<file path="src/rtl/image_buffer_writer_pkg.sv">
// Shared definitions for the frame-store write side: SRAM geometry, FSM states
// and the last-word address derivation.
package image_buffer_writer_pkg;

    localparam int unsigned PixelW     = 8;
    localparam int unsigned SramDataW  = 32;
    localparam int unsigned SramAddrW  = 18;
    localparam int unsigned WordAddrW  = SramAddrW - 1;
    localparam int unsigned PixPerWord = SramDataW / PixelW;
    localparam int unsigned CountW     = 16;

    typedef enum logic [1:0] {
        StWrite,
        StFlush,
        StAckLow,
        StReq
    } state_e;

    // Index of the last SRAM word in a frame of n_pixel pixels.
    function automatic logic [WordAddrW-1:0] max_addr(input int unsigned n_pixel);
        return WordAddrW'(n_pixel / PixPerWord - 1);
    endfunction

endpackage

</file>
<file path="src/rtl/image_buffer_writer_if.sv">
// Pixel stream, SRAM write port and swap handshake of the buffer writer.
// master: the writer itself; slave: its surroundings (pipeline, arbiter, reader).
interface image_buffer_writer_if;
    import image_buffer_writer_pkg::*;

    logic [PixelW-1:0]    pixel;
    logic                 pixel_valid;
    logic                 pixel_ready;
    logic                 swap;
    logic                 swap_ack;
    logic                 wr_valid;
    logic [SramAddrW-1:0] wr_addr;
    logic [SramDataW-1:0] wr_data;
    logic                 wr_ready;
    logic [CountW-1:0]    frame_count;

    modport master (
        input  pixel, pixel_valid, swap_ack, wr_ready,
        output pixel_ready, swap, wr_valid, wr_addr, wr_data, frame_count
    );

    modport slave (
        output pixel, pixel_valid, swap_ack, wr_ready,
        input  pixel_ready, swap, wr_valid, wr_addr, wr_data, frame_count
    );

endinterface

</file>
<file path="src/rtl/image_buffer_writer_pixel_packer.sv">
// Packs four 8-bit pixels into one 32-bit SRAM word and holds it in a one-deep
// output register until the arbiter takes it.
module image_buffer_writer_pixel_packer
    import image_buffer_writer_pkg::*;
#(
    parameter logic [WordAddrW-1:0] MaxAddr    = '1,
    parameter bit                   StartFrame = 1'b1
) (
    input  logic                 clk,
    input  logic                 rst,
    input  logic                 enable,
    input  logic                 clear,
    input  logic [PixelW-1:0]    pixel,
    input  logic                 pixel_valid,
    output logic                 pixel_ready,
    input  logic                 frame,
    input  logic [WordAddrW-1:0] word_addr,
    output logic                 wr_valid,
    output logic [SramAddrW-1:0] wr_addr,
    output logic [SramDataW-1:0] wr_data,
    input  logic                 wr_ready,
    output logic                 wr_fire,
    output logic                 last_loaded
);

    logic [1:0]                     pix_idx_q, pix_idx_d;
    logic [3*PixelW-1:0]            pack_q, pack_d;
    logic                           wr_valid_q, wr_valid_d;
    logic [SramAddrW-1:0]           wr_addr_q, wr_addr_d;
    logic [SramDataW-1:0]           wr_data_q, wr_data_d;
    logic                           pix_accept;
    logic                           load;

    // The completing pixel needs a free output slot, or one draining this very cycle.
    assign pixel_ready = enable & ~rst & ~((pix_idx_q == 2'd3) & wr_valid_q & ~wr_ready);
    assign pix_accept  = pixel_valid & pixel_ready;
    assign load        = pix_accept & (pix_idx_q == 2'd3);
    assign wr_fire     = wr_valid_q & wr_ready;
    assign last_loaded = load & (word_addr == MaxAddr);

    assign wr_valid = wr_valid_q;
    assign wr_addr  = wr_addr_q;
    assign wr_data  = wr_data_q;

    // Next state of the pack register, pixel index and output register.
    always_comb begin
        pix_idx_d  = pix_idx_q;
        pack_d     = pack_q;
        wr_valid_d = wr_valid_q;
        wr_addr_d  = wr_addr_q;
        wr_data_d  = wr_data_q;
        if (wr_fire) begin
            wr_valid_d = 1'b0;
        end
        if (clear) begin
            pix_idx_d = 2'd0;
        end else if (pix_accept) begin
            pix_idx_d = pix_idx_q + 2'd1;
            unique case (pix_idx_q)
                2'd0: pack_d[7:0]   = pixel;
                2'd1: pack_d[15:8]  = pixel;
                2'd2: pack_d[23:16] = pixel;
                2'd3: begin
                    wr_valid_d = 1'b1;
                    wr_data_d  = {pixel, pack_q};
                    wr_addr_d  = {frame, word_addr};
                end
            endcase
        end
    end

    // Packer state registers.
    always_ff @(posedge clk or posedge rst) begin
        if (rst) begin
            pix_idx_q  <= 2'd0;
            pack_q     <= '0;
            wr_valid_q <= 1'b0;
            wr_addr_q  <= {StartFrame, {WordAddrW{1'b0}}};
            wr_data_q  <= '0;
        end else begin
            pix_idx_q  <= pix_idx_d;
            pack_q     <= pack_d;
            wr_valid_q <= wr_valid_d;
            wr_addr_q  <= wr_addr_d;
            wr_data_q  <= wr_data_d;
        end
    end

endmodule

</file>
<file path="src/rtl/image_buffer_writer.sv">
// Write side of the double-buffered SRAM frame store: feeds packed pixel words
// into the back buffer, then swaps buffers with the reader via a four-phase
// swap/swap_ack handshake.
module image_buffer_writer
    import image_buffer_writer_pkg::*;
#(
    parameter bit          START_FRAME = 1'b1,
    parameter int unsigned N_PIXEL     = 480000
) (
    input logic                  clk,
    input logic                  rst,
    image_buffer_writer_if.master bus
);

    localparam logic [WordAddrW-1:0] MaxAddr = max_addr(N_PIXEL);

    state_e                 state_q, state_d;
    logic                   frame_q, frame_d;
    logic [WordAddrW-1:0]   word_addr_q, word_addr_d;
    logic [CountW-1:0]      frame_count_q, frame_count_d;
    logic                   swap_q, swap_d;
    logic [WordAddrW-1:0]   load_addr;
    logic                   enable;
    logic                   clear;
    logic                   wr_fire;
    logic                   last_loaded;

    // A word accepted this cycle frees the slot, so a word loaded now takes the next address.
    assign load_addr = (wr_fire && (word_addr_q != MaxAddr)) ?
                       word_addr_q + WordAddrW'(1) : word_addr_q;
    assign enable    = (state_q == StWrite);

    assign bus.swap        = swap_q;
    assign bus.frame_count = frame_count_q;

    // Frame sequencing: write, drain the final word, wait for a clean ack low, request swap.
    always_comb begin
        state_d       = state_q;
        frame_d       = frame_q;
        word_addr_d   = load_addr;
        frame_count_d = frame_count_q;
        swap_d        = 1'b0;
        clear         = 1'b0;
        unique case (state_q)
            StWrite: begin
                if (last_loaded) state_d = StFlush;
            end
            StFlush: begin
                if (wr_fire) state_d = StAckLow;
            end
            StAckLow: begin
                // A stale ack from the previous swap must drop before a new request.
                if (!bus.swap_ack) state_d = StReq;
            end
            StReq: begin
                if (bus.swap_ack) begin
                    state_d       = StWrite;
                    frame_d       = ~frame_q;
                    word_addr_d   = '0;
                    frame_count_d = frame_count_q + CountW'(1);
                    clear         = 1'b1;
                end else begin
                    swap_d = 1'b1;
                end
            end
            default: state_d = StWrite;
        endcase
    end

    // FSM, frame bit, word address, frame counter and swap registers.
    always_ff @(posedge clk or posedge rst) begin
        if (rst) begin
            state_q       <= StWrite;
            frame_q       <= START_FRAME;
            word_addr_q   <= '0;
            frame_count_q <= '0;
            swap_q        <= 1'b0;
        end else begin
            state_q       <= state_d;
            frame_q       <= frame_d;
            word_addr_q   <= word_addr_d;
            frame_count_q <= frame_count_d;
            swap_q        <= swap_d;
        end
    end

    image_buffer_writer_pixel_packer #(
        .MaxAddr    (MaxAddr),
        .StartFrame (START_FRAME)
    ) u_packer (
        .clk         (clk),
        .rst         (rst),
        .enable      (enable),
        .clear       (clear),
        .pixel       (bus.pixel),
        .pixel_valid (bus.pixel_valid),
        .pixel_ready (bus.pixel_ready),
        .frame       (frame_q),
        .word_addr   (load_addr),
        .wr_valid    (bus.wr_valid),
        .wr_addr     (bus.wr_addr),
        .wr_data     (bus.wr_data),
        .wr_ready    (bus.wr_ready),
        .wr_fire     (wr_fire),
        .last_loaded (last_loaded)
    );

endmodule

</file>
<file path="src/flat_wrapper.sv">
// flat-port wrapper written by rule: the top's interface ports become plain ports
module image_buffer_writer_flat import image_buffer_writer_pkg::*;
#(
    parameter bit          START_FRAME = 1'b1,
    parameter int unsigned N_PIXEL     = 480000
)
  (clk, rst, bus_pixel, bus_pixel_valid, bus_swap_ack, bus_wr_ready, bus_pixel_ready, bus_swap, bus_wr_valid, bus_wr_addr, bus_wr_data, bus_frame_count);
  image_buffer_writer_if bus_i ();
  input logic clk;
  input logic rst;
  input wire logic [$bits(bus_i.pixel)-1:0] bus_pixel;
  input wire logic [$bits(bus_i.pixel_valid)-1:0] bus_pixel_valid;
  input wire logic [$bits(bus_i.swap_ack)-1:0] bus_swap_ack;
  input wire logic [$bits(bus_i.wr_ready)-1:0] bus_wr_ready;
  output wire logic [$bits(bus_i.pixel_ready)-1:0] bus_pixel_ready;
  output wire logic [$bits(bus_i.swap)-1:0] bus_swap;
  output wire logic [$bits(bus_i.wr_valid)-1:0] bus_wr_valid;
  output wire logic [$bits(bus_i.wr_addr)-1:0] bus_wr_addr;
  output wire logic [$bits(bus_i.wr_data)-1:0] bus_wr_data;
  output wire logic [$bits(bus_i.frame_count)-1:0] bus_frame_count;
  assign bus_i.pixel = bus_pixel;
  assign bus_i.pixel_valid = bus_pixel_valid;
  assign bus_i.swap_ack = bus_swap_ack;
  assign bus_i.wr_ready = bus_wr_ready;
  assign bus_pixel_ready = bus_i.pixel_ready;
  assign bus_swap = bus_i.swap;
  assign bus_wr_valid = bus_i.wr_valid;
  assign bus_wr_addr = bus_i.wr_addr;
  assign bus_wr_data = bus_i.wr_data;
  assign bus_frame_count = bus_i.frame_count;
  image_buffer_writer #(.START_FRAME(START_FRAME), .N_PIXEL(N_PIXEL)) u_core (.clk(clk), .rst(rst), .bus(bus_i));
endmodule
</file>
<file path="config.mk">
export PLATFORM = sky130hd
export DESIGN_NAME = image_buffer_writer_flat
export DESIGN_NICKNAME = d
export VERILOG_FILES = /design/src/rtl/image_buffer_writer_pkg.sv /design/src/rtl/image_buffer_writer_if.sv /design/src/rtl/image_buffer_writer_pixel_packer.sv /design/src/rtl/image_buffer_writer.sv /design/src/flat_wrapper.sv
export SDC_FILE = /design/constraint.sdc
export NUM_CORES = 1
export LEC_CHECK = 0
export CORE_ASPECT_RATIO = 0.5
export CORE_MARGIN = 2
export CORE_UTILIZATION = 53
export DETAILED_ROUTE_END_ITERATION = 8
export PLACE_DENSITY = 0.8
export SLEW_MARGIN = 20
export SYNTH_ARGS = -nofsm -noshare
export SYNTH_HDL_FRONTEND = slang
export SYNTH_SLANG_ARGS = --single-unit
</file>
<file path="constraint.sdc">
create_clock -name clk -period 4.42 [get_ports clk]
set_clock_uncertainty 0.15 [all_clocks]
set_input_delay 0.663 -clock clk [delete_from_list [all_inputs] [get_ports clk]]
set_output_delay 0.663 -clock clk [all_outputs]
set_load 0.1 [all_outputs]
</file>
==> flow_metrics.py <==
metrics = {
    "run_status": {
        "status": "complete, no violations",
    },
    "critical_path": {
        "slowest_stage": "clkdlybuf4s50_1",
        "critical_path_class": "input pin to flip-flop",
        "path_max_fanout": 36,
        "cp_data_required_time_ns": 4.57,
        "start_kind": "input pin",
        "path_buf_inv": 2,
        "crit_chain": "clkdlybuf4s50_1 -> and3b_1 -> or3_1 -> nor2_1 -> nand2_2 -> buf_4 -> o21ai_0",
        "slowest_delay_ns": 0.56,
        "crit_family": "simple AND/OR/NAND/NOR gates",
        "worst_setup_path_end_kind": "flip-flop",
        "crit_arrival_ns": 3.28,
    },
    "global_routing": {
        "grt_usage_pct": 21.96,
        "grt_pass1_wl_mm": 16.93,
        "gr-total-overflow": 0,
        "antenna_found_initial": 0,
        "grt_max_degree": 67,
        "grt_pass1_vias": 3330,
    },
    "cells_and_area": {
        "utilization_pct": 72.97,
        "final_cell_mix": "112 x dfrtp_1, 80 x clkdlybuf4s50_1, 58 x mux2_2",
        "drive_above_1_share_pct": 20.20,
        "syn_to_final_growth_pct": 31.97,
        "final_common_cell": "dfrtp_1",
        "nets": 513,
        "antenna_cells": 0,
        "fin_cells": 617,
        "post-route-cell-area_sq_um": 6420,
    },
    "route": {
        "drt_pass1_iterations": 4,
        "post_drt_wl_per_cell_um": 16.68,
        "remaining_drc_errors": 0,
        "avgViaCountPerCell": 5.399,
        "ant_nets": 0,
        "wirelength_mm": 10.29,
        "route.vias.total": 3331,
        "dr.first_iter.drc_count": 183,
    },
    "clock_network": {
        "cts_hold_buf": 0,
        "cts_htree_levels": 4,
        "cts.sinks": 114,
        "clk_root_buffer_cell": "clkbuf_16",
        "numCtsBuffers": 17,
        "cts_resized": 0,
        "clock_path_buffers": 2,
        "cts.clk_slew.worst_paths_ns": 0.05,
        "cts_tree": "done",
        "clk_latency_ns": 0.40,
        "cts_setup_buffers": 0,
    },
    "floorplanning": {
        "design.core.area_sq_um": 8798,
        "start_util_pct": 55.29,
        "die-area_sq_um": 10010,
        "io_pins": 82,
        "fp.dieH_um": 71.75,
        "die_w_um": 139.5,
        "fp-row-count": 24,
    },
    "timing": {
        "timing.slew.headroom_pct": 33.04,
        "rsz0062_at_grt": "false",
        "setup_tns_ns": 0,
        "finalCritPeriodShare_pct": 70.70,
        "min_period_ns": 3.125,
        "tightest_slew_ns": 1.001,
        "layout_setup_ws_ns": 1.295,
        "whs_ns": 0.3278,
        "hold_viol_final": 0,
        "slew_viol_final": 0,
        "setup_violations": 0,
        "fmax_mhz": 320.0,
    },
    "synth": {
        "synth_simple_gate_area_share_pct": 13.09,
        "netlist_instances": 397,
        "synth_nets": 421,
        "synth_fa_ha_area_share_pct": 2.829,
        "yosys_warnings": 0,
        "synth_compound_area_share_pct": 3.832,
        "yosysSeqAreaShare_pct": 58.69,
        "ys_ff_latch": 114,
        "async_flop_share_pct": 100.0,
        "netlist_area_sq_um": 4865,
        "syn_avg_cell_area_sq_um": 12.25,
        "synthFlopType": "dfrtp_1",
        "synth-edff-count": 0,
        "synthMuxAreaShare_pct": 14.15,
        "synth_cell_types": 42,
        "synth-xor-area-share_pct": 5.401,
        "synth_top_family_by_area": "multiplexers",
    },
    "place": {
        "placed_cells": 587,
        "pre_cts_ws_ns": 0.9107,
        "dpl.hpwl_mm": 6.705,
        "dpl_cell_area_sq_um": 5806,
        "gp_congestion": 0.8836,
        "io_buffers": 81,
    },
    "power": {
        "leakagePower_nw": 2.941,
        "finalPower_mw": 3.761,
        "peakVddDrop_mv": 0.3633,
        "power_density_nw_per_um2": 585.8,
    },
    "job": {
        "cap_viol_max_count": 0,
    },
    "hold_path": {
        "hp-class": "flip-flop to flip-flop",
    },
}
==> state kept, by name, indices dropped and copies added (netlist names) <==
| register | cells |
|---|---|
| u_core.word_addr_q | 17 |
| u_core.state_q | 2 |
| u_core.u_packer.wr_valid | 1 |
| u_core.u_packer.wr_data | 32 |
| u_core.u_packer.wr_addr | 18 |
| u_core.u_packer.pack_q | 24 |
| u_core.frame_q | 1 |
| u_core.bus.frame_count | 16 |
| u_core.bus.swap | 1 |
| u_core.u_packer.pix_idx_q | 2 |
==> where the power goes <==
part | switching [mW] | internal [mW]
sequential | 0.115 | 1.22
combinational | 0.697 | 0.313
clock | 0.446 | 0.970
==> cells in the mapped netlist, types with 2 or more instances <==
library cell | instances | area share, %
o21ai_0 | 21 | 2.2
nand2_1 | 39 | 3.0
nor2b_1 | 3 | 0.39
a21oi_1 | 2 | 0.21
or3_1 | 2 | 0.26
ha_1 | 11 | 2.8
nand3_1 | 10 | 1.0
nor3_1 | 3 | 0.31
clkbuf_1 | 6 | 0.46
xnor2_1 | 20 | 3.6
dfstp_2 | 2 | 1.1
nand4_1 | 14 | 1.8
inv_1 | 11 | 0.85
buf_2 | 3 | 0.31
and3_1 | 3 | 0.39
buf_1 | 3 | 0.23
and4_1 | 2 | 0.36
nor4_1 | 6 | 0.77
mux2_2 | 58 | 13
nor3b_1 | 2 | 0.31
xor2_1 | 10 | 1.8
dfrtp_1 | 112 | 58
a31oi_1 | 2 | 0.26
nor2_1 | 32 | 2.5
mux2i_1 | 2 | 0.41
and2_1 | 2 | 0.26
==> area by class of cell <==
class                           count  area [sq um]
Sequential cell                   114          2855
Fill cell                         594          2379
Multi-Input combinational cell    259          1914
Timing Repair Buffer               86         845.8
Clock buffer                       26         519.2
Tap cell                          117         146.4
Clock inverter                      4         95.09
Inverter                           11         43.79
==> cells by family after synthesis <==
family | Yosys count
buffers and inverters | 24
XOR/XNOR | 30
AND/OR/NAND/NOR | 126
AO/OA/AOI/OAI | 31
flip-flops | 114
adder cells (fa/ha/maj) | 11
multiplexers | 61
==> worst reg2reg max path, cell delays in order, from the launching register on <==
cell and delay (ns):
dfrtp_1 0.43, ha_1 0.27, and3b_1 0.22, or3_1 0.40
nor2_1 0.23, nand2_2 0.55, buf_4 0.43, o21ai_0 0.22
==> routing by layer <==
| metal | share of wire, % | up-vias | wire length (um) | track usage [%] |
|---|---|---|---|---|
| met5 | 0 | - | 0 | 0 |
| met4 | 1.1 | 0 | 115 | 8.193 |
| met3 | 4.7 | 11 | 480 | 7.019 |
| met2 | 48 | 71 | 4943 | 33.55 |
| met1 | 46 | 1683 | 4751 | 30.01 |
| li1 | - | 1566 | - | - |
==> path summary, 6_finish.rpt <==
check,end,startpoint,depth (start not counted),slack [ns]
min in group asynchronous,u_core.word_addr_q[1]$_DFF_PP0_,rst,2,0.73
setup / recovery,u_core.u_packer.wr_addr[9]$_DFFE_PP0P_,bus_wr_ready,7,1.29
hold / removal,u_core.u_packer.wr_addr[12]$_DFFE_PP0P_,u_core.u_packer.wr_addr[12]$_DFFE_PP0P_,2,0.33
hold reg to reg,u_core.u_packer.wr_addr[12]$_DFFE_PP0P_,u_core.u_packer.wr_addr[12]$_DFFE_PP0P_,2,0.33
setup reg to reg,u_core.u_packer.wr_addr[9]$_DFFE_PP0P_,u_core.u_packer.pix_idx_q[0]$_DFFE_PP0P_,7,1.42
max in group asynchronous,u_core.u_packer.pack_q[12]$_DFFE_PP0P_,rst,3,2.52
Power figures use the tool's default switching activity.
